## config.mk

```make
export PLATFORM = sky130hd
export DESIGN_NAME = debounce_sync_flat
export DESIGN_NICKNAME = d
export VERILOG_FILES = /design/src/rtl/debounce_pkg.sv /design/src/rtl/debounce_sync_if.sv /design/src/rtl/sync_chain.sv /design/src/rtl/debounce_sync.sv /design/src/flat_wrapper.sv
export SDC_FILE = /design/constraint.sdc
export NUM_CORES = 1
export LEC_CHECK = 0
export BUFFER_PORTS_ARGS = -buffer_cell sky130_fd_sc_hd__buf_2
export CAP_MARGIN = 20
export CORE_AREA = 2 2 39 41
export CTS_CLUSTER_SIZE = 28
export DETAILED_ROUTE_END_ITERATION = 16
export DIE_AREA = 0 0 41 43
export PLACE_DENSITY_LB_ADDON = 0.3
export SYNTH_ARGS = -nofsm -noshare
export SYNTH_HDL_FRONTEND = slang
export SYNTH_SLANG_ARGS = --single-unit
```

## constraint.sdc

```tcl
create_clock -name clk -period 2.44 [get_ports clk]
set_input_delay 0.122 -clock clk [delete_from_list [all_inputs] [get_ports clk]]
set_output_delay 0.122 -clock clk [all_outputs]
set_load 0.01 [all_outputs]
```

## src/rtl/debounce_pkg.sv

```systemverilog
// debounce_pkg: shared FSM encoding and counter sizing for debounce_sync
package debounce_pkg;
   typedef enum logic {STABLE = 1'b0, CHECK = 1'b1} state_t;
   function automatic int debounce_cnt_w(input int cycles);
      return $clog2(cycles + 1);
   endfunction
endpackage

```

## src/rtl/debounce_sync_if.sv

```systemverilog
// debounce_sync_if: raw input and conditioned outputs of debounce_sync
interface debounce_sync_if;
   logic din;
   logic level;
   logic rise;
   logic fall;
   logic busy;
   modport master (output din, input level, rise, fall, busy);
   modport slave (input din, output level, rise, fall, busy);
endinterface

```

## src/rtl/sync_chain.sv

```systemverilog
// sync_chain: plain multi-flop synchroniser for one asynchronous bit
module sync_chain #(
   parameter int   STAGES    = 2,
   parameter logic RESET_VAL = 1'b0
) (
   input  logic clk,
   input  logic reset,
   input  logic d,
   output logic q
);
   logic [STAGES-1:0] ff;
   // shift d through the chain with nothing between stages
   always_ff @(posedge clk or negedge reset)
      if (!reset) ff <= {STAGES{RESET_VAL}};
      else ff <= {ff[STAGES-2:0], d};
   assign q = ff[STAGES-1];
endmodule

```

## src/rtl/debounce_sync.sv

```systemverilog
// debounce_sync: synchronise and debounce one input into a clean level with edge strobes
module debounce_sync
   import debounce_pkg::*;
#(
   parameter int   SYNC_STAGES     = 2,
   parameter int   DEBOUNCE_CYCLES = 4,
   parameter logic RESET_VAL       = 1'b0
) (
   input logic            clk,
   input logic            reset,
   debounce_sync_if.slave bus
);
   localparam int CW = debounce_cnt_w(DEBOUNCE_CYCLES);
   localparam logic [CW-1:0] TERM = CW'(DEBOUNCE_CYCLES);
   state_t state, state_n;
   logic [CW-1:0] cnt, cnt_n;
   logic s, diff, done, level, level_n, rise, rise_n, fall, fall_n, busy;
   sync_chain #(.STAGES(SYNC_STAGES), .RESET_VAL(RESET_VAL)) u_sync (
      .clk(clk), .reset(reset), .d(bus.din), .q(s)
   );
   assign diff = s != level;
   assign done = diff && (state == CHECK ? cnt + 1'b1 == TERM : DEBOUNCE_CYCLES == 1);
   // leave CHECK on a flip or when s falls back into agreement
   always_comb state_n = (done || !diff) ? STABLE : CHECK;
   // run length of disagreement, flip value and strobes for this edge
   always_comb begin
      cnt_n   = (done || !diff) ? '0 : cnt + 1'b1;
      level_n = done ? s : level;
      rise_n  = done && s;
      fall_n  = done && !s;
   end
   // all observable state is registered
   always_ff @(posedge clk or negedge reset)
      if (!reset) begin
         state <= STABLE;
         cnt   <= '0;
         level <= RESET_VAL;
         rise  <= 1'b0;
         fall  <= 1'b0;
         busy  <= 1'b0;
      end else begin
         state <= state_n;
         cnt   <= cnt_n;
         level <= level_n;
         rise  <= rise_n;
         fall  <= fall_n;
         busy  <= state_n == CHECK;
      end
   assign bus.level = level;
   assign bus.rise  = rise;
   assign bus.fall  = fall;
   assign bus.busy  = busy;
endmodule
```

## src/flat_wrapper.sv

```systemverilog
// flat-port wrapper written by rule: the top's interface ports become plain ports
module debounce_sync_flat import debounce_pkg::*;
#(
   parameter int   SYNC_STAGES     = 2,
   parameter int   DEBOUNCE_CYCLES = 4,
   parameter logic RESET_VAL       = 1'b0
)
  (clk, reset, bus_din, bus_level, bus_rise, bus_fall, bus_busy);
  debounce_sync_if bus_i ();
  input logic clk;
  input logic reset;
  input wire logic [$bits(bus_i.din)-1:0] bus_din;
  output wire logic [$bits(bus_i.level)-1:0] bus_level;
  output wire logic [$bits(bus_i.rise)-1:0] bus_rise;
  output wire logic [$bits(bus_i.fall)-1:0] bus_fall;
  output wire logic [$bits(bus_i.busy)-1:0] bus_busy;
  assign bus_i.din = bus_din;
  assign bus_level = bus_i.level;
  assign bus_rise = bus_i.rise;
  assign bus_fall = bus_i.fall;
  assign bus_busy = bus_i.busy;
  debounce_sync #(.SYNC_STAGES(SYNC_STAGES), .DEBOUNCE_CYCLES(DEBOUNCE_CYCLES), .RESET_VAL(RESET_VAL)) u_core (.clk(clk), .reset(reset), .bus(bus_i));
endmodule
```

======== After elaboration in Yosys (flattened, before gate mapping) ========
Cells that the tools add are included.
storage, ports and cells
  flip-flop bits (word level) ............. 9
  input port bits ......................... 3
cells by class
  add/sub/neg operators ................... 1
  equality and inequality tests ........... 2
  mux-type cells .......................... 3
  reduce and logical (&&, ||, !) cells .... 6
operator list
  operator                                                        count
  3-bit by 1-bit adder with 3-bit output (second input constant)  1
  3-bit equality test (second input constant)                     1
  1-bit logical AND                                               3
  3-bit two-way mux                                               1
  1-bit logical NOT                                               2
  1-bit two-way mux                                               2
  1-bit logical OR                                                1
  1-bit inequality test                                           1

======== Logic depth before layout (Yosys ltp) ========
Gate-level depths: netlist of run 1.
  depth in word-level cells ............... 6
  depth in mapped cells ................... 4
  gate-level depth less buffers ........... 4

======== Cells and area by module ========
From an unflattened synthesis of run 1, not the netlist that was laid out.
second synthesis, totals
  cell total of the unflattened synthesis .. 21
  area, all modules ....................... 321.6 µm²
by module, submodules not included
  module         times used  cells each  area each (µm²)  sequential area each (µm²)
  debounce_sync  1           19          271.5            175.2
  sync_chain     1           2           50.0             50.0

======== Worst setup path before layout of run 1 ========
OpenSTA, ideal clock, no wires.
  path type ............................... reg2reg
  start ................................... reg u_core.cnt[0]
  end ..................................... reg u_core.level, in the netlist u_core.bus.level
  setup time .............................. 0.125 ns
  arrival time ............................ 1.188 ns
  path slack .............................. 1.127 ns
  cell stages (with the launch flop) ...... 5
  period minus slack after synthesis ...... 1.313 ns
  cells stage by stage .................... dfrtp_1 > ha_1 > ha_1 > nand2_1 > mux2_2
on the way
  cells in the longest elaborated chain, start to end .. 4
ends and longest elaborated chain
  item                                    line                 RTL
  from (decl)                             debounce_sync.sv:16  logic [CW-1:0] cnt, cnt_n;
  from (signal assigned)                  debounce_sync.sv:43  cnt <= cnt_n;
  3-bit by 1-bit adder with 3-bit output  debounce_sync.sv:22  assign done = diff && (state == CHECK ? cnt + 1'b1 == TERM : DEBOUNCE_CYCLES == 1);
  3-bit equality test                     debounce_sync.sv:22
  1-bit two-way mux                       debounce_sync.sv:22
  1-bit logical AND                       debounce_sync.sv:22
  to (signal assigned)                    debounce_sync.sv:44  level <= level_n;
  to (decl)                               debounce_sync.sv:17  logic s, diff, done, level, level_n, rise, rise_n, fall, fall_n, busy;
Every way passes these cells.
A chain may end at the register's enable or synchronous reset.

======== Worst setup path in the final report of run 1 ========
Same ends and word-level chain as after synthesis.

==> results of run 1 <==
-- cells in the mapped netlist, drive strengths merged --
library cell and number:
xnor2 1, nand2 1, a21oi 1, and3b 1, dfrtp 9, nor3b 4
mux2 1, ha 2, inv 1
-- logic make-up after synthesis --
kind of cell | after synthesis
fa+ha+maj | 2
simple gates | 6
flops | 9
buf+inv | 1
xor+xnor | 1
mux | 1
compound gates | 1
-- per-layer routing --
metal | up-vias | GRT usage [%] | routed length, um
met5 | - | 0 | 0
met3 | 2 | 7.853 | 38
met4 | 0 | 4.000 | 8
met2 | 6 | 9.688 | 180
li1 | 97 | - | -
met1 | 86 | 6.667 | 201
-- worst register-to-register path, delay by kind of cell, from the launching register on --
kind	cells	cell delay, ps
adders and majority gates	2	390
DFF	1	380
muxes	1	360
and+or+nand+nor	1	170
-- state kept, by name, summed over array words and instances, names as in the netlist --
signal and flops:
u_core.bus.busy 1, u_core.bus.fall 1, u_core.bus.level 1, u_core.u_sync.ff 2, u_core.cnt 3, u_core.bus.rise 1
-- stage by stage --
step,util [%],area [sq um],power [W],worst slack [ps]
finish,30.20,417.9,0.0004187,1038
detailed placement,26.85,371.6,0.0003169,1043
floorplan,-,321.6,0.0002782,1127
CTS,30.20,417.9,0.0004314,1034
global placement,26.85,371.6,0.0003089,1073
global route,30.20,417.9,0.0004583,976.9
-- how the worst min path moves through the flow --
stage	startpoint	endpoint	slack, ps	depth (start not counted)
2_1_floorplan	reset	u_core.bus.busy$_DFF_PN0_	-170	0
3_3_place_gp	reset	u_core.cnt[0]$_DFF_PN0_	-20	1
3_5_place_dp	reset	u_core.cnt[0]$_DFF_PN0_	-20	1
4_1_cts	reset	u_core.cnt[0]$_DFF_PN0_	240	2
5_1_grt	reset	u_core.cnt[1]$_DFF_PN0_	240	2
6_report	reset	u_core.cnt[1]$_DFF_PN0_	250	2
-- layout make-up --
class | instances | area, sq um | area share [%]
repair buffers | 8 | 50.05 | 11.98
clock buffers | 4 | 26.28 | 6.287
well taps | 16 | 20.02 | 4.790
multi-input cells | 11 | 92.59 | 22.16
flip-flops and latches | 9 | 225.2 | 53.89
inverters | 1 | 3.754 | 0.8982
-- cell usage in the layout (no fill, tap or decap), drive strengths merged --
cell type / n
mux2: 1
clkbuf: 4
buf: 6
nand2: 1
ha: 2
a21oi: 1
xnor2: 1
dlygate4sd3: 2
dfrtp: 9
nor3b: 4
inv: 1
and3b: 1
-- power groups by stage --
stage          clock network [W]  logic [W]  registers, W
2_1_floorplan                  0  0.0000584      0.000220
3_3_place_gp                   0  0.0000974      0.000212
3_5_place_dp                   0   0.000104      0.000213
4_1_cts                 0.000114   0.000107      0.000210
5_1_grt                 0.000123   0.000120      0.000215
6_report                0.000106   0.000102      0.000210
-- timing repair --
| item | 4_1_cts | 5_1_grt |
|---|---|---|
| hold endpoints to repair | 10 | 0 |
| hold buffers | 2 | 0 |
| setup endpoints to repair | 0 | 0 |
==> impl_metrics.py, run 1 <==
metrics = {
    "yosys": {
        "synth-simple-area-share_pct": 13.23,
        "synth_xor_area_share_pct": 2.724,
        "synth_top_area_share_pct": 70.04,
        "synth-seq-area-share_pct": 70.04,
        "synth-seq-cells": 9,
        "synth.top_cells.by_area": "dfrtp_1 (70%), nor3b_1 (9.3%), ha_1 (7.8%)",
        "synth_area_leader_cell": "dfrtp_1",
        "synth_area_sq_um": 321.6,
        "synth_fa_ha_area_share_pct": 7.782,
        "synth.net_count": 26,
        "avgSynthCellArea_sq_um": 15.31,
        "synth_top_family_by_area": "simple AND/OR/NAND/NOR gates",
        "ys_warn_count": 0,
        "synth_compound_area_share_pct": 1.556,
        "yosysUniqueCellTypes": 9,
        "synth_mux_area_share_pct": 3.502,
        "synth_cells": 21,
    },
    "global_route": {
        "grt_pass1_vias": 197,
        "grt_pass1_wl_um": 765,
        "overflow": 0,
        "grt_use_total_pct": 7.310,
        "grt_max_degree": 10,
        "antenna_found_initial": 0,
    },
    "route": {
        "wl_per_cell_um": 8.735,
        "drt-pass1-iter-count": 2,
        "post-route-drc-count": 0,
        "drt-initial-drc-count": 1,
        "drt-total-wl_um": 428,
        "vias_per_cell": 3.898,
        "num_vias": 191,
        "ant_nets": 0,
    },
    "run": {
        "drv_cap": 0,
    },
    "cts": {
        "cts_resized": 0,
        "clkTransAtPathRegs_ps": 50,
        "cts_root_buf": "clkbuf_4",
        "clock-sinks": 9,
        "cts_tree": "done",
        "h-tree-depth": 1,
        "postCtsSetupBuffers": 0,
        "cts_buffers": 3,
        "clk-insertion-delay-late_ps": 250,
        "cts_max_path_buffers": 2,
    },
    "cells_and_area": {
        "nNetsFinal": 39,
        "syn2layout_area_growth_pct": 29.96,
        "drive_gt1_share_pct": 30.30,
        "num-fill-cells": 133,
        "antenna_cells": 0,
        "stdcell_count": 49,
    },
    "setup_path": {
        "path_cells": "ha_1 -> ha_1 -> nand2_1 -> mux2_2",
        "critPathSlowestCell": "dfrtp_1",
        "critPathMaxFanout": 6,
        "cpMostUsedCell": "ha_1",
        "cp_num_buf_inv": 0,
        "cp.required_ps": 2570,
        "crit-reg2reg-launch": "u_core.cnt[0]$_DFF_PN0_",
        "endpoint": "u_core.bus.level$_DFFE_PN0P_",
        "crit_start": "u_core.cnt[0]$_DFF_PN0_",
        "r2r_end": "u_core.bus.level$_DFFE_PN0P_",
        "cpPeakStageDelay_ps": 380,
        "end_kind": "flop",
        "r2r_slack_ps": 1040,
        "cp.depth": 4,
        "critPathArrivalTime_ps": 1540,
        "cp-start-kind": "flop",
        "critPathKind": "flop to flop",
        "critPathTopFamily": "adder cells",
        "worst-r2r-cell-count": 4,
    },
    "sta": {
        "slew_viol_final": 0,
        "worst_hold_slack_ps": 249.9,
        "rsz0062_at_grt": "no",
        "finalHoldViolations": 0,
        "period_minus_slack_ps": 1402,
        "setup_tns_ps": 0,
        "fin_crit_sh_pct": 57.48,
        "maxSlewHeadroom_pct": 78.38,
        "finalClockSkew_ps": 0.4015,
        "worstMarginPinSlew_ps": 322.0,
        "fmax_ghz": 0.7131,
        "finalSetupViolCount": 0,
    },
    "place": {
        "gp_congestion": 0.6596,
        "port_buffers": 6,
        "place_inst": 43,
        "dp_hpwl_um": 325,
    },
    "power": {
        "p_leak_nw": 0.2026,
        "netSwitchingFraction_pct": 27.57,
        "switchingPower_w": 0.0001154,
        "power.share.combinational_pct": 24.5,
        "p_per_area_nw_per_um2": 1002,
        "clkPwrFrac_pct": 25.4,
        "p_seq_share_pct": 50.1,
        "irDropWorstVdd_mv": 0.3825,
        "p_int_w": 0.0003033,
    },
    "die": {
        "die_area_sq_um": 1763,
        "core_area_sq_um": 1384,
        "die_w_um": 41,
        "io_pins": 7,
        "start_util_pct": 23.24,
        "die_h_um": 43,
        "fp-row-count": 14,
    },
    "run_status": {
        "status": "completed",
    },
    "worst_hold_path": {
        "hold_class": "primary input to asynchronous set/reset pin",
    },
}
Note: power is estimated with default switching activity, not from simulation.
==> inputs of run 2 (changes only) <==
--- a/config.mk
+++ b/config.mk
@@ -5,6 +5,7 @@
 export SDC_FILE = /design/constraint.sdc
 export NUM_CORES = 1
 export LEC_CHECK = 0
+export ABC_AREA = 1
 export BUFFER_PORTS_ARGS = -buffer_cell sky130_fd_sc_hd__buf_2
 export CAP_MARGIN = 20
 export CORE_AREA = 2 2 39 41
==> constraint.sdc (replaced) <==
create_clock -name clk -period 1.13 [get_ports clk]
set_input_delay 0.0565 -clock clk [delete_from_list [all_inputs] [get_ports clk]]
set_output_delay 0.0565 -clock clk [all_outputs]
set_load 0.01 [all_outputs]
==> impl_metrics.py, run 2 <==
metrics = {
    "route": {
        "drt-total-wl_um": 541,
        "drt-pass1-iter-count": 1,
        "post-route-drc-count": 0,
        "ant_nets": 0,
        "wl_per_cell_um": 9.661,
        "num_vias": 218,
        "vias_per_cell": 3.893,
        "drt-initial-drc-count": 0,
    },
    "sta": {
        "fin_crit_sh_pct": 96.30,
        "finalSetupViolCount": 0,
        "worstMarginPinSlew_ps": 201.6,
        "period_minus_slack_ps": 1088,
        "slew_viol_final": 0,
        "finalHoldViolations": 0,
        "finalClockSkew_ps": 1.381,
        "rsz0062_at_grt": "yes",
        "fmax_ghz": 0.9190,
        "maxSlewHeadroom_pct": 86.56,
    },
    "yosys": {
        "yosysMostFrequentCell": "dfrtp_1",
        "avgSynthCellArea_sq_um": 12.23,
        "ys_warn_count": 0,
        "async_reset_ff_share_pct": 100.0,
        "synthFlopType": "dfrtp_1",
        "synth-seq-area-share_pct": 68.18,
        "synth.top_cells.by_area": "dfrtp_1 (68%), ha_1 (7.6%), inv_1 (4.5%)",
        "synth_commonest_cells": "dfrtp_1 (9), inv_1 (4), nor2_1 (3)",
        "synth_area_leader_cell": "dfrtp_1",
        "yosysUniqueCellTypes": 11,
        "synth_cells": 27,
        "synth_edf_count": 0,
        "synth-seq-cells": 9,
        "synth_area_sq_um": 330.3,
        "synth.net_count": 32,
        "synth_top_area_share_pct": 68.18,
    },
    "setup_path": {
        "cp_num_buf_inv": 0,
        "critPathMaxFanout": 5,
        "critPathArrivalTime_ps": 1280,
        "critPathSlowestCell": "dfrtp_1",
        "end_kind": "flop",
        "cpMostUsedCell": "ha_2",
        "cpPeakStageDelay_ps": 390,
        "r2r_slack_ps": 40,
        "critPathTopFamily": "flip-flops",
        "crit-reg2reg-launch": "u_core.cnt[0]$_DFF_PN0_",
        "critPathKind": "flop to flop",
        "r2r_end": "u_core.cnt[1]$_DFF_PN0_",
        "worst-r2r-cell-count": 5,
        "cp-start-kind": "flop",
        "cp.required_ps": 1320,
        "path_cells": "ha_2 -> ha_2 -> nand2_4 -> nand3_4 -> nor2_1",
    },
    "cts": {
        "clkTransAtPathRegs_ps": 60,
        "clock-sinks": 9,
        "cts_tree": "done",
        "h-tree-depth": 1,
        "cts_max_path_buffers": 2,
        "cts_buffers": 3,
        "clk-insertion-delay-late_ps": 250,
        "cts_root_buf": "clkbuf_4",
    },
    "cells_and_area": {
        "mostFrequentLayoutCells": "dfrtp_1 (9), buf_2 (6), inv_1 (4)",
        "num-fill-cells": 148,
        "largest_reg_flops": 3,
        "top_regs": "u_core.cnt x3, u_core.u_sync.ff x2",
        "drive_gt1_share_pct": 42.50,
        "nNetsFinal": 46,
        "regMostFlops": "u_core.cnt",
        "antenna_cells": 0,
        "utilization_pct": 32.46,
        "syn2layout_area_growth_pct": 35.98,
        "final_common_cell": "dfrtp_1",
    },
    "run": {
        "drv_cap": 0,
    },
    "die": {
        "die_area_sq_um": 1763,
        "fp-row-count": 14,
        "die_w_um": 41,
        "core_area_sq_um": 1384,
        "io_pins": 7,
        "die_h_um": 43,
        "start_util_pct": 23.87,
    },
    "power": {
        "irDropWorstVdd_mv": 0.5101,
        "p_per_area_nw_per_um2": 2267,
        "finalPower_w": 0.001018,
        "p_leak_nw": 0.2345,
    },
    "global_route": {
        "grt_pass1_wl_um": 862,
        "grt_pass1_vias": 231,
        "overflow": 0,
        "grt_max_degree": 10,
        "antenna_found_initial": 0,
        "grt_use_total_pct": 8.248,
    },
    "place": {
        "dp_hpwl_um": 409.1,
        "port_buffers": 6,
        "gp_congestion": 0.6014,
    },
    "run_status": {
        "status": "completed",
    },
    "worst_hold_path": {
        "hold_class": "primary input to asynchronous set/reset pin",
    },
}
==> run 2: changes by cell type after synthesis, sizes merged, moves of 2 or more <==
cell / change
inv: +4
nor3b: -4
nand2: +3
nor2: +3
nor3: +2
==> run 2: layout make-up <==
class	count	area (sq um)	area share, %
Clock buffer	4	26.28	5.850
Inverter	5	18.77	4.178
Multi-Input combinational cell	13	101.3	22.56
Sequential cell	9	225.2	50.14
Tap cell	16	20.02	4.457
Timing Repair Buffer	9	57.56	12.81
==> run 2: worst register-to-register path, cell delays in order, from the launching register on <==
cell,delay (ps)
dfrtp_1,390
ha_2,190
ha_2,180
nand2_4,90
nand3_4,90
nor2_1,90
==> run 2: where the power goes <==
group	internal (W)	leakage [nW]	switching (W)	total [W]
Sequential	0.000408	0.114	0.0000622	0.000470
Clock	0.000135	0.0150	0.000103	0.000238
Combinational	0.000139	0.105	0.000171	0.000310
Total	0.000683	0.235	0.000336	0.00102
==> run 2: logic make-up after synthesis <==
kind of cell    count (synthesis)  share of synthesized area (%)
simple gates                   10                          17.05
flops                           9                          68.18
compound gates                  1                          1.514
fa+ha+maj                       2                          7.575
buf+inv                         5                          5.679
==> run 2: worst max-delay path by stage <==
stage / from / to / slack (ps) / depth (start not counted)
after global routing: u_core.cnt[0]$_DFF_PN0_ / u_core.cnt[2]$_DFF_PN0_ / -20 / 5
final: u_core.cnt[0]$_DFF_PN0_ / u_core.cnt[1]$_DFF_PN0_ / 40 / 5
after detailed placement: u_core.cnt[0]$_DFF_PN0_ / u_core.cnt[0]$_DFF_PN0_ / -20 / 5
after global placement: u_core.cnt[0]$_DFF_PN0_ / u_core.cnt[0]$_DFF_PN0_ / -1 / 5
after floorplan: u_core.cnt[0]$_DFF_PN0_ / u_core.cnt[0]$_DFF_PN0_ / 50 / 5
after CTS: u_core.cnt[0]$_DFF_PN0_ / u_core.cnt[0]$_DFF_PN0_ / 20 / 5
==> run 2: timing repair <==
action / CTS / global route
setup buffers: 0 / 1
gates cloned: 0 / 0
resized for setup: 4 / 0
hold endpoints to repair: 10 / 0
pin swaps: 2 / 1
hold buffers: 2 / 0
setup endpoints to repair: 3 / 3
==> run 2: through the flow <==
step	area (sq um)	setup WS [ps]	TNS, ps	cells	hold WS (ps)
floorplan	330.3	53.53	0	27	-239.1
global placement	380.4	-0.9652	-0.9652	49	-91.15
detailed placement	380.4	-22.71	-56.09	49	-82.00
CTS	441.7	15.67	0	55	183.8
global route	449.2	-20.71	-44.92	56	197.3
finish	449.2	41.82	0	56	177.9
==> run 2: per-layer routing <==
layer / part of all wire [%] / track usage (%) / wire length [um]
met5: 0 / 0 / 0
met1: 39 / 8.081 / 212
met2: 51 / 11.25 / 275
met4: 0 / 10.00 / 0
met3: 9.8 / 3.141 / 53
==> inputs of run 3 (changes only) <==
--- a/config.mk
+++ b/config.mk
@@ -7,7 +7,7 @@
 export LEC_CHECK = 0
 export ABC_AREA = 1
 export BUFFER_PORTS_ARGS = -buffer_cell sky130_fd_sc_hd__buf_2
-export CAP_MARGIN = 20
+export CAP_MARGIN = 15
 export CORE_AREA = 2 2 39 41
 export CTS_CLUSTER_SIZE = 28
 export DETAILED_ROUTE_END_ITERATION = 16
==> constraint.sdc (replaced) <==
create_clock -name clk -period 1.3 [get_ports clk]
set_input_delay 0.065 -clock clk [delete_from_list [all_inputs] [get_ports clk]]
set_output_delay 0.065 -clock clk [all_outputs]
set_load 0.01 [all_outputs]
==> impl_metrics.py, run 3 (same netlist as run 2, synthesis figures left out) <==
metrics = {
    "route": {
        "wl_per_cell_um": 9.055,
        "drt-initial-drc-count": 5,
        "num_vias": 218,
        "ant_nets": 0,
        "post-route-drc-count": 0,
        "vias_per_cell": 3.964,
        "drt-pass1-iter-count": 2,
        "drt-total-wl_um": 498,
    },
    "global_route": {
        "overflow": 0,
        "grt_max_degree": 10,
        "grt_pass1_wl_um": 779,
        "antenna_found_initial": 0,
        "grt_use_total_pct": 7.622,
        "grt_pass1_vias": 190,
    },
    "die": {
        "die_w_um": 41,
        "core_area_sq_um": 1384,
        "start_util_pct": 23.87,
        "die_area_sq_um": 1763,
        "fp-row-count": 14,
        "io_pins": 7,
        "die_h_um": 43,
    },
    "cts": {
        "h-tree-depth": 1,
        "clkTransAtPathRegs_ps": 60,
        "clk-insertion-delay-late_ps": 250,
        "cts_buffers": 3,
        "clock-sinks": 9,
        "cts_root_buf": "clkbuf_4",
        "cts_max_path_buffers": 2,
        "cts_tree": "done",
    },
    "sta": {
        "slew_viol_final": 0,
        "worstMarginPinSlew_ps": 197.3,
        "setup_tns_ps": 0,
        "finalHoldViolations": 0,
        "maxSlewHeadroom_pct": 86.85,
        "worst_hold_slack_ps": 186.9,
        "finalClockSkew_ps": 1.087,
        "period_minus_slack_ps": 1159,
        "finalSetupViolCount": 0,
        "setup_ws_ps": 141.2,
        "rsz0062_at_grt": "no",
        "fmax_ghz": 0.8630,
        "fin_crit_sh_pct": 89.14,
    },
    "setup_path": {
        "endpoint": "u_core.cnt[2]$_DFF_PN0_",
        "r2r_slack_ps": 140,
        "end_kind": "flop",
        "crit_start": "u_core.cnt[0]$_DFF_PN0_",
        "critPathArrivalTime_ps": 1340,
        "cp-start-kind": "flop",
        "cp.required_ps": 1480,
        "worst-r2r-cell-count": 5,
        "r2r_end": "u_core.cnt[2]$_DFF_PN0_",
        "critPathKind": "flop to flop",
        "critPathMaxFanout": 5,
        "crit-reg2reg-launch": "u_core.cnt[0]$_DFF_PN0_",
    },
    "power": {
        "p_leak_nw": 0.2318,
        "p_per_area_nw_per_um2": 1949,
        "irDropWorstVdd_mv": 0.5498,
    },
    "cells_and_area": {
        "antenna_cells": 0,
        "largest_reg_flops": 3,
        "top_regs": "u_core.cnt x3, u_core.u_sync.ff x2",
        "regMostFlops": "u_core.cnt",
        "final_common_cell": "dfrtp_1",
        "mostFrequentLayoutCells": "dfrtp_1 (9), buf_2 (6), inv_1 (4)",
        "syn2layout_area_growth_pct": 29.17,
        "nNetsFinal": 45,
        "drive_gt1_share_pct": 33.33,
        "finalInstanceArea_sq_um": 426.7,
    },
    "place": {
        "dp_slack_ps": 143.8,
        "placed_area_sq_um": 380.4,
        "port_buffers": 6,
        "gp_congestion": 0.5936,
    },
    "worst_hold_path": {
        "hold_class": "primary input to asynchronous set/reset pin",
    },
    "run_status": {
        "status": "completed",
    },
    "run": {
        "drv_cap": 0,
    },
}
-- run 3: what timing repair did --
item | 4_1_cts | 5_1_grt
hold buffers | 2 | 0
buffers inserted | 0 | 0
endpoints found under the hold margin | 10 | 0
gates resized for setup | 0 | 0
-- run 3: layer usage --
layer / up-vias / part of all wire [%] / track usage [%]
li1: 106 / - / -
met1: 103 / 43 / 9.699
met2: 7 / 45 / 7.813
met3: 2 / 9.8 / 3.141
met4: 0 / 1.6 / 10.00
met5: - / 0 / 0
-- run 3: stage by stage --
step,std cells,total power (W),util (%)
floorplan,27,0.0005544,-
global placement,49,0.0006098,27.49
detailed placement,49,0.0006303,27.49
CTS,55,0.0008455,30.83
global route,55,0.0009040,30.83
finish,55,0.0008315,30.83
-- run 3: area by class of cell --
class	count	area, sq um
clock buffers	4	26.28
fillers	146	957.2
inverters	5	18.77
multi-input cells	13	86.33
flip-flops and latches	9	225.2
well taps	16	20.02
repair buffers	8	50.05
-- run 3: where the power goes --
| group | leakage, nW | total [W] | internal (W) | switching (W) |
|---|---|---|---|---|
| logic | 0.102 | 0.000216 | 0.0000911 | 0.000125 |
| clock network | 0.0150 | 0.000207 | 0.000118 | 0.0000888 |
| registers | 0.114 | 0.000409 | 0.000355 | 0.0000539 |
| total | 0.232 | 0.000832 | 0.000564 | 0.000268 |
-- run 3: critical path, stage by stage (launching register included) --
cell	delay, ps
dfrtp_1	380
ha_1	200
ha_1	210
nand2_4	100
nand3_2	100
nor2_1	90
-- run 3: how the worst min path moves through the flow --
stage,end,cells past startpoint
4_1_cts,u_core.bus.fall$_DFF_PN0_,2
3_3_place_gp,u_core.bus.rise$_DFF_PN0_,1
6_report,u_core.bus.fall$_DFF_PN0_,2
5_1_grt,u_core.bus.fall$_DFF_PN0_,2
2_1_floorplan,u_core.bus.busy$_DFF_PN0_,0
3_5_place_dp,u_core.bus.fall$_DFF_PN0_,1
